--- src/rtl/alu_seq_if.sv ---
// Operation request and result bus for alu_seq.
// The master issues operations and the slave (the ALU) returns results and flags.
interface alu_seq_if #(
    parameter int WIDTH = 16
);
    logic             in_valid;
    logic             in_ready;
    logic [WIDTH-1:0] a;
    logic [WIDTH-1:0] b;
    logic [3:0]       alu_fun;
    logic             out_valid;
    logic [WIDTH-1:0] alu_out;
    logic             carry_flag;
    logic             arith_flag;
    logic             logic_flag;
    logic             cmp_flag;
    logic             shift_flag;
    logic             err_flag;

    modport master (
        output in_valid, a, b, alu_fun,
        input  in_ready, out_valid, alu_out,
        input  carry_flag, arith_flag, logic_flag, cmp_flag, shift_flag, err_flag
    );

    modport slave (
        input  in_valid, a, b, alu_fun,
        output in_ready, out_valid, alu_out,
        output carry_flag, arith_flag, logic_flag, cmp_flag, shift_flag, err_flag
    );
endinterface

--- src/rtl/alu_seq.sv ---
// Handshaked ALU: one-cycle operations plus a WIDTH-cycle restoring divider,
// with a registered result, a one-cycle out_valid pulse and class/error flags.
module alu_seq #(
    parameter int WIDTH = 16
) (
    input logic      clk,
    input logic      rst,
    alu_seq_if.slave bus
);
    localparam int CW = $clog2(WIDTH);

    localparam logic [3:0] OP_ADD   = 4'h0;
    localparam logic [3:0] OP_SUB   = 4'h1;
    localparam logic [3:0] OP_MUL   = 4'h2;
    localparam logic [3:0] OP_DIV   = 4'h3;
    localparam logic [3:0] OP_AND   = 4'h4;
    localparam logic [3:0] OP_OR    = 4'h5;
    localparam logic [3:0] OP_NAND  = 4'h6;
    localparam logic [3:0] OP_NOR   = 4'h7;
    localparam logic [3:0] OP_XOR   = 4'h8;
    localparam logic [3:0] OP_XNOR  = 4'h9;
    localparam logic [3:0] OP_CMPEQ = 4'hA;
    localparam logic [3:0] OP_CMPG  = 4'hB;
    localparam logic [3:0] OP_CMPL  = 4'hC;
    localparam logic [3:0] OP_SHR   = 4'hD;
    localparam logic [3:0] OP_SHL   = 4'hE;

    typedef enum logic {IDLE, DIV} state_t;

    state_t           state_q, state_d;
    logic [WIDTH-1:0] rem_q, rem_d;
    logic [WIDTH-1:0] quo_q, quo_d;
    logic [WIDTH-1:0] dvs_q, dvs_d;
    logic [CW-1:0]    cnt_q, cnt_d;

    logic             load;
    logic [WIDTH-1:0] res_d;
    logic             carry_d, arith_d, logic_d, cmp_d, shift_d, err_d;

    logic             out_valid_q;
    logic [WIDTH-1:0] alu_out_q;
    logic             carry_q, arith_q, logic_q, cmp_q, shift_q, err_q;

    logic [WIDTH:0]     sum;
    logic [2*WIDTH-1:0] prod;
    logic [WIDTH-1:0]   op_res;
    logic               op_carry;

    logic [WIDTH:0]   trial;
    logic             no_borrow;
    logic [WIDTH-1:0] diff;

    assign sum  = {1'b0, bus.a} + {1'b0, bus.b};
    assign prod = {{WIDTH{1'b0}}, bus.a} * {{WIDTH{1'b0}}, bus.b};

    // The partial remainder is always below the divisor, so WIDTH bits are
    // stored and only the shifted trial value needs the extra bit.
    assign trial     = {rem_q, quo_q[WIDTH-1]};
    assign no_borrow = (trial >= {1'b0, dvs_q});
    assign diff      = trial[WIDTH-1:0] - dvs_q;

    always_comb begin
        op_res   = '0;
        op_carry = 1'b0;
        case (bus.alu_fun)
            OP_ADD: begin
                op_res   = sum[WIDTH-1:0];
                op_carry = sum[WIDTH];
            end
            OP_SUB: begin
                op_res   = bus.a - bus.b;
                op_carry = (bus.a < bus.b);
            end
            OP_MUL: begin
                op_res   = prod[WIDTH-1:0];
                op_carry = |prod[2*WIDTH-1:WIDTH];
            end
            OP_AND:   op_res = bus.a & bus.b;
            OP_OR:    op_res = bus.a | bus.b;
            OP_NAND:  op_res = ~(bus.a & bus.b);
            OP_NOR:   op_res = ~(bus.a | bus.b);
            OP_XOR:   op_res = bus.a ^ bus.b;
            OP_XNOR:  op_res = ~(bus.a ^ bus.b);
            OP_CMPEQ: op_res = (bus.a == bus.b) ? WIDTH'(1) : '0;
            OP_CMPG:  op_res = (bus.a > bus.b)  ? WIDTH'(2) : '0;
            OP_CMPL:  op_res = (bus.a < bus.b)  ? WIDTH'(3) : '0;
            OP_SHR:   op_res = {1'b0, bus.a[WIDTH-1:1]};
            OP_SHL:   op_res = {bus.a[WIDTH-2:0], 1'b0};
            default:  op_res = '0;
        endcase
    end

    // Next state, divider step and the result/flag bundle loaded on out_valid.
    always_comb begin
        state_d = state_q;
        rem_d   = rem_q;
        quo_d   = quo_q;
        dvs_d   = dvs_q;
        cnt_d   = cnt_q;
        load    = 1'b0;
        res_d   = '0;
        carry_d = 1'b0;
        arith_d = 1'b0;
        logic_d = 1'b0;
        cmp_d   = 1'b0;
        shift_d = 1'b0;
        err_d   = 1'b0;
        case (state_q)
            IDLE: begin
                if (bus.in_valid) begin
                    if (bus.alu_fun == OP_DIV) begin
                        if (bus.b == '0) begin
                            load    = 1'b1;
                            arith_d = 1'b1;
                            err_d   = 1'b1;
                        end else begin
                            rem_d   = '0;
                            quo_d   = bus.a;
                            dvs_d   = bus.b;
                            cnt_d   = '0;
                            state_d = DIV;
                        end
                    end else begin
                        load    = 1'b1;
                        res_d   = op_res;
                        carry_d = op_carry;
                        arith_d = (bus.alu_fun <= OP_MUL);
                        logic_d = (bus.alu_fun >= OP_AND) && (bus.alu_fun <= OP_XNOR);
                        cmp_d   = (bus.alu_fun >= OP_CMPEQ) && (bus.alu_fun <= OP_CMPL);
                        shift_d = (bus.alu_fun == OP_SHR) || (bus.alu_fun == OP_SHL);
                    end
                end
            end
            DIV: begin
                rem_d = no_borrow ? diff : trial[WIDTH-1:0];
                quo_d = {quo_q[WIDTH-2:0], no_borrow};
                cnt_d = cnt_q + CW'(1);
                if (cnt_q == CW'(WIDTH - 1)) begin
                    load    = 1'b1;
                    res_d   = quo_d;
                    arith_d = 1'b1;
                    state_d = IDLE;
                end
            end
            default: state_d = IDLE;
        endcase
    end

    always_ff @(posedge clk) begin
        if (rst) begin
            state_q     <= IDLE;
            rem_q       <= '0;
            quo_q       <= '0;
            dvs_q       <= '0;
            cnt_q       <= '0;
            out_valid_q <= 1'b0;
            alu_out_q   <= '0;
            carry_q     <= 1'b0;
            arith_q     <= 1'b0;
            logic_q     <= 1'b0;
            cmp_q       <= 1'b0;
            shift_q     <= 1'b0;
            err_q       <= 1'b0;
        end else begin
            state_q     <= state_d;
            rem_q       <= rem_d;
            quo_q       <= quo_d;
            dvs_q       <= dvs_d;
            cnt_q       <= cnt_d;
            out_valid_q <= load;
            if (load) begin
                alu_out_q <= res_d;
                carry_q   <= carry_d;
                arith_q   <= arith_d;
                logic_q   <= logic_d;
                cmp_q     <= cmp_d;
                shift_q   <= shift_d;
                err_q     <= err_d;
            end
        end
    end

    assign bus.in_ready   = (state_q == IDLE);
    assign bus.out_valid  = out_valid_q;
    assign bus.alu_out    = alu_out_q;
    assign bus.carry_flag = carry_q;
    assign bus.arith_flag = arith_q;
    assign bus.logic_flag = logic_q;
    assign bus.cmp_flag   = cmp_q;
    assign bus.shift_flag = shift_q;
    assign bus.err_flag   = err_q;
endmodule

--- src/flat_wrapper.sv ---
// flat-port wrapper written by rule: the top's interface ports become plain ports
module alu_seq_flat 
#(
    parameter int WIDTH = 16
)
  (clk, rst, bus_in_valid, bus_a, bus_b, bus_alu_fun, bus_in_ready, bus_out_valid, bus_alu_out, bus_carry_flag, bus_arith_flag, bus_logic_flag, bus_cmp_flag, bus_shift_flag, bus_err_flag);
  alu_seq_if #(.WIDTH(WIDTH)) bus_i ();
  input logic clk;
  input logic rst;
  input wire logic [$bits(bus_i.in_valid)-1:0] bus_in_valid;
  input wire logic [$bits(bus_i.a)-1:0] bus_a;
  input wire logic [$bits(bus_i.b)-1:0] bus_b;
  input wire logic [$bits(bus_i.alu_fun)-1:0] bus_alu_fun;
  output wire logic [$bits(bus_i.in_ready)-1:0] bus_in_ready;
  output wire logic [$bits(bus_i.out_valid)-1:0] bus_out_valid;
  output wire logic [$bits(bus_i.alu_out)-1:0] bus_alu_out;
  output wire logic [$bits(bus_i.carry_flag)-1:0] bus_carry_flag;
  output wire logic [$bits(bus_i.arith_flag)-1:0] bus_arith_flag;
  output wire logic [$bits(bus_i.logic_flag)-1:0] bus_logic_flag;
  output wire logic [$bits(bus_i.cmp_flag)-1:0] bus_cmp_flag;
  output wire logic [$bits(bus_i.shift_flag)-1:0] bus_shift_flag;
  output wire logic [$bits(bus_i.err_flag)-1:0] bus_err_flag;
  assign bus_i.in_valid = bus_in_valid;
  assign bus_i.a = bus_a;
  assign bus_i.b = bus_b;
  assign bus_i.alu_fun = bus_alu_fun;
  assign bus_in_ready = bus_i.in_ready;
  assign bus_out_valid = bus_i.out_valid;
  assign bus_alu_out = bus_i.alu_out;
  assign bus_carry_flag = bus_i.carry_flag;
  assign bus_arith_flag = bus_i.arith_flag;
  assign bus_logic_flag = bus_i.logic_flag;
  assign bus_cmp_flag = bus_i.cmp_flag;
  assign bus_shift_flag = bus_i.shift_flag;
  assign bus_err_flag = bus_i.err_flag;
  alu_seq #(.WIDTH(WIDTH)) u_core (.clk(clk), .rst(rst), .bus(bus_i));
endmodule
--- config.mk ---
export PLATFORM = sky130hd
export DESIGN_NAME = alu_seq_flat
export DESIGN_NICKNAME = d
export VERILOG_FILES = /design/src/rtl/alu_seq_if.sv /design/src/rtl/alu_seq.sv /design/src/flat_wrapper.sv
export SDC_FILE = /design/constraint.sdc
export NUM_CORES = 1
export LEC_CHECK = 0
export ABC_CLOCK_PERIOD_IN_PS = 9600
export CORE_UTILIZATION = 50
export DETAILED_ROUTE_END_ITERATION = 12
export PLACE_DENSITY = 0.7
export SLEW_MARGIN = 40
export SYNTH_ARGS = -nofsm -noshare
export SYNTH_HDL_FRONTEND = slang
export SYNTH_SLANG_ARGS = --single-unit
--- constraint.sdc ---
create_clock -name clk -period 9.6 [get_ports clk]
set_input_delay 1.44 -clock clk [delete_from_list [all_inputs] [get_ports clk]]
set_output_delay 1.44 -clock clk [all_outputs]
set_load 0.03 [all_outputs]
==> metrics.yaml <==
routing:
  firstDrtPassIters: 7
  ant_nets: 0
  wl_um: 52000
  wl_per_cell_um: 22.6
  drtIter0Drc: 1856
  drcViolationCount: 0
  vias: 14387
  viasPerCell: 6.24
critical_path:
  rrSetupSlack_ns: 6.47
  reg2reg_to: "u_core.rem_q[0]"
  r2r-start: "u_core.dvs_q[1]"
  reg2reg_depth: 11
  startpoint_type: "primary input"
  cpPeakStageDelay_ns: 0.99
  path_cells: "clkdlybuf4s50_1 > inv_1 > nor2_1 > fa_1 > inv_1 > fa_1 > fa_1 > fa_1 > fa_1 > inv_1 > fa_1 > ha_1 > a21o_1 > a211oi_2 > o21bai_1 > or4_1 > o21ai_2 > xor2_1 > o221ai_1 > nor4b_2 > a31oi_1"
  cp_num_buf_inv: 4
  path_delay_family: "adder cells"
  cp.arrival_ns: 8.42
  crit_fanout: 15
  cp-end-kind: "flip-flop"
  cpMaxStageDelayCell: "clkdlybuf4s50_1"
  path_common_cell: "fa_1"
  worstSetupPathType: "in -> reg"
  worstPathRequired_ns: 9.84
hold_path:
  worstHoldStart: "u_core.dvs_q[13]"
  holdPathStages: 2
  min_to: "u_core.dvs_q[13]"
  hold_class: "reg -> reg"
global_route:
  grt_overflow: 0
  grt_busiest_layer: "met2"
  met2_usage_pct: 52.0
  grt_pass1_wl_um: 82100
  grt_use_total_pct: 34.5
  grt_pass1_vias: 14228
  grtUsageMet3_pct: 8.46
  grt_max_degree: 65
  antenna_found_initial: 1
  grtUsageMet1_pct: 45.6
logic_synthesis:
  netlist_instances: 1906
  synthTopCellsByArea: "fa_1 26%, ha_1 14%, dfxtp_1 10%"
  synth.ff_latch_count: 76
  ys_seq_area_share_pct: 10.0
  synth_cell_type_count: 89
  synth_nets: 2311
  yosysTopAreaCell: "fa_1"
  async_reset_ff_share_pct: 0
  ys.flop_type: "dfxtp_1"
  syn-mean-instance-area_um2: 7.97
  synth_warnings: 0
  synth-edff-count: 0
  synth_area_um2: 15200
  synth.top_cell.area_share_pct: 26.0
clock_tree:
  cts_tree: "yes"
  cts.path.max_buffers: 2
  clk_pin_slew_ns: 0.07
  cts.repair.resized: 0
  holdBufCountCts: 0
  cts_buffers: 9
  cts.sink_count: 76
  htree_levels: 3
  clock_latency_ns: 0.35
  post-cts-setup-buffers: 0
  root_buffer: "clkbuf_16"
sta:
  skew_ns: 0.0153
  fin_crit_sh_pct: 85.2
  rsz0062_at_grt: "false"
  tns_ns: 0
  hold_viol: 0
  worst_pin_slew_ns: 0.937
  hold_ws_ns: 0.457
  max_freq_mhz: 122
  period_needed_ns: 8.18
  setup_viol_count_final: 0
  slew_headroom_pct: 37.2
  final_max_slew_viol_count: 0
placement:
  numPortBuffers: 62
  place_congestion: 1.02
  place_hpwl_um: 41300
status:
  outcome: "finished, final reports clean"
floorplanning:
  fp.dieW_um: 176
  die_h_um: 176
  ioPinCount: 63
  row_count: 63
  initial_core_util_pct: 51.1
  die_area_um2: 31100
  fp.coreArea_um2: 29700
pwr:
  peakVddDrop_uv: 543
  leakage_nw: 7.36
  cellPowerDensity_nw_per_um2: 320
  fin_total_pwr_mw: 5.24
final_layout:
  area_growth_pct: 7.78
  nets: 2316
  diodes: 0
  layout-drive-gt1-share_pct: 4.85
flow_run:
  drv_cap: 0
==> report_power, final <==
part           internal, mW  total (mW)  switching [mW]  leakage (nW)
registers             0.325       0.333         0.00743         0.617
clock network         0.181       0.344           0.163         0.140
logic                  1.79        4.57            2.78          6.60
==> per-stage QoR <==
| stage | worst slack, ns | cells | utilization (%) | instance area [um^2] |
|---|---|---|---|---|
| 2_1_floorplan | 2.25 | 1906 | - | 15200 |
| 3_3_place_gp | 1.32 | 2290 | 54.0 | 16000 |
| 3_5_place_dp | 1.19 | 2290 | 54.1 | 16100 |
| 4_1_cts | 1.52 | 2306 | 55.0 | 16400 |
| 6_report | 1.42 | 2306 | 55.1 | 16400 |
| 5_1_grt | 1.18 | 2306 | 55.1 | 16400 |
==> per-layer routing <==
layer  vias to the layer above  share of wire, %
met4                         2               5.6
met1                      6887                39
met3                       188                12
met5                         -             0.019
li1                       6382                 -
met2                       928                43
==> synth_stat cells, types with 8 or more instances <==
cell and n:
a211oi_1 18, a21o_1 20, a21oi_1 103, a222oi_1 21
a22oi_1 17, a31oi_1 18, buf_2 8, clkbuf_1 74
dfxtp_1 76, fa_1 197, ha_1 169, inv_1 266
mux2i_1 21, nand2_1 273, nand2b_1 16, nand3_1 28
nand4_1 11, nor2_1 199, nor2b_1 16, nor3_1 22
nor4_1 8, o211ai_1 11, o21ai_0 81, o21bai_1 10
o22ai_1 11, o31ai_1 8, xnor2_1 32
==> worst min-delay path, stage by stage (launching register included) <==
cell	delay (ns)
dfxtp_1	0.31
nand2_1	0.05
a21oi_1	0.05
==> worst max-delay path by stage <==
stage,cells after the start,endpoint,startpoint,slack (ns)
2_1_floorplan,21,u_core.bus.carry_flag,bus_a[6],2.25
3_3_place_gp,21,u_core.bus.carry_flag,bus_a[10],1.32
3_5_place_dp,21,u_core.bus.carry_flag,bus_a[10],1.19
4_1_cts,21,u_core.bus.carry_flag,bus_a[10],1.52
5_1_grt,20,u_core.bus.alu_out[13],bus_a[10],1.18
6_report,21,u_core.bus.carry_flag,bus_a[10],1.42
==> sequential cells by signal, summed over array words and instances, names as in the netlist <==
name / count
u_core.bus.alu_out: 16
u_core.bus.arith_flag: 1
u_core.bus.carry_flag: 1
u_core.bus.cmp_flag: 1
u_core.bus.err_flag: 1
u_core.bus.logic_flag: 1
u_core.bus.out_valid: 1
u_core.bus.shift_flag: 1
u_core.cnt_q: 4
u_core.dvs_q: 16
u_core.quo_q: 16
u_core.rem_q: 16
u_core.state_q: 1
==> final cells by class <==
type,instances,area (um^2)
clock inverter,7,67.6
timing repair buffer,91,828
fill,2788,13400
clock buffer,9,225
multi-input combinational,1456,12200
inverter,277,1040
tap,390,488
sequential,76,1520
==> kinds of logic after synthesis <==
kind of cell / after synthesis / share of synthesized area, %
buffers and inverters: 374 / 9.92
XOR/XNOR: 39 / 2.25
multiplexers: 27 / 1.83
adder cells (fa/ha/maj): 366 / 39.9
AO/OA/AOI/OAI: 409 / 18.6
flip-flops: 76 / 10.0
AND/OR/NAND/NOR: 615 / 17.5
==> placed cells by master, fill, tap and decap left out, types with 20 or more instances in the layout <==
master,Yosys,final
nand2_1,273,273
inv_1,266,266
fa_1,197,197
nor2_1,199,196
ha_1,169,169
a21oi_1,103,103
o21ai_0,81,81
dfxtp_1,76,75
clkdlybuf4s50_1,0,60
xnor2_1,32,32
buf_4,2,29
nand3_1,28,28
a222oi_1,21,21
mux2i_1,21,21
a21o_1,20,20
nor3_1,22,20
No activity file was read; power rests on OpenSTA's default activity.
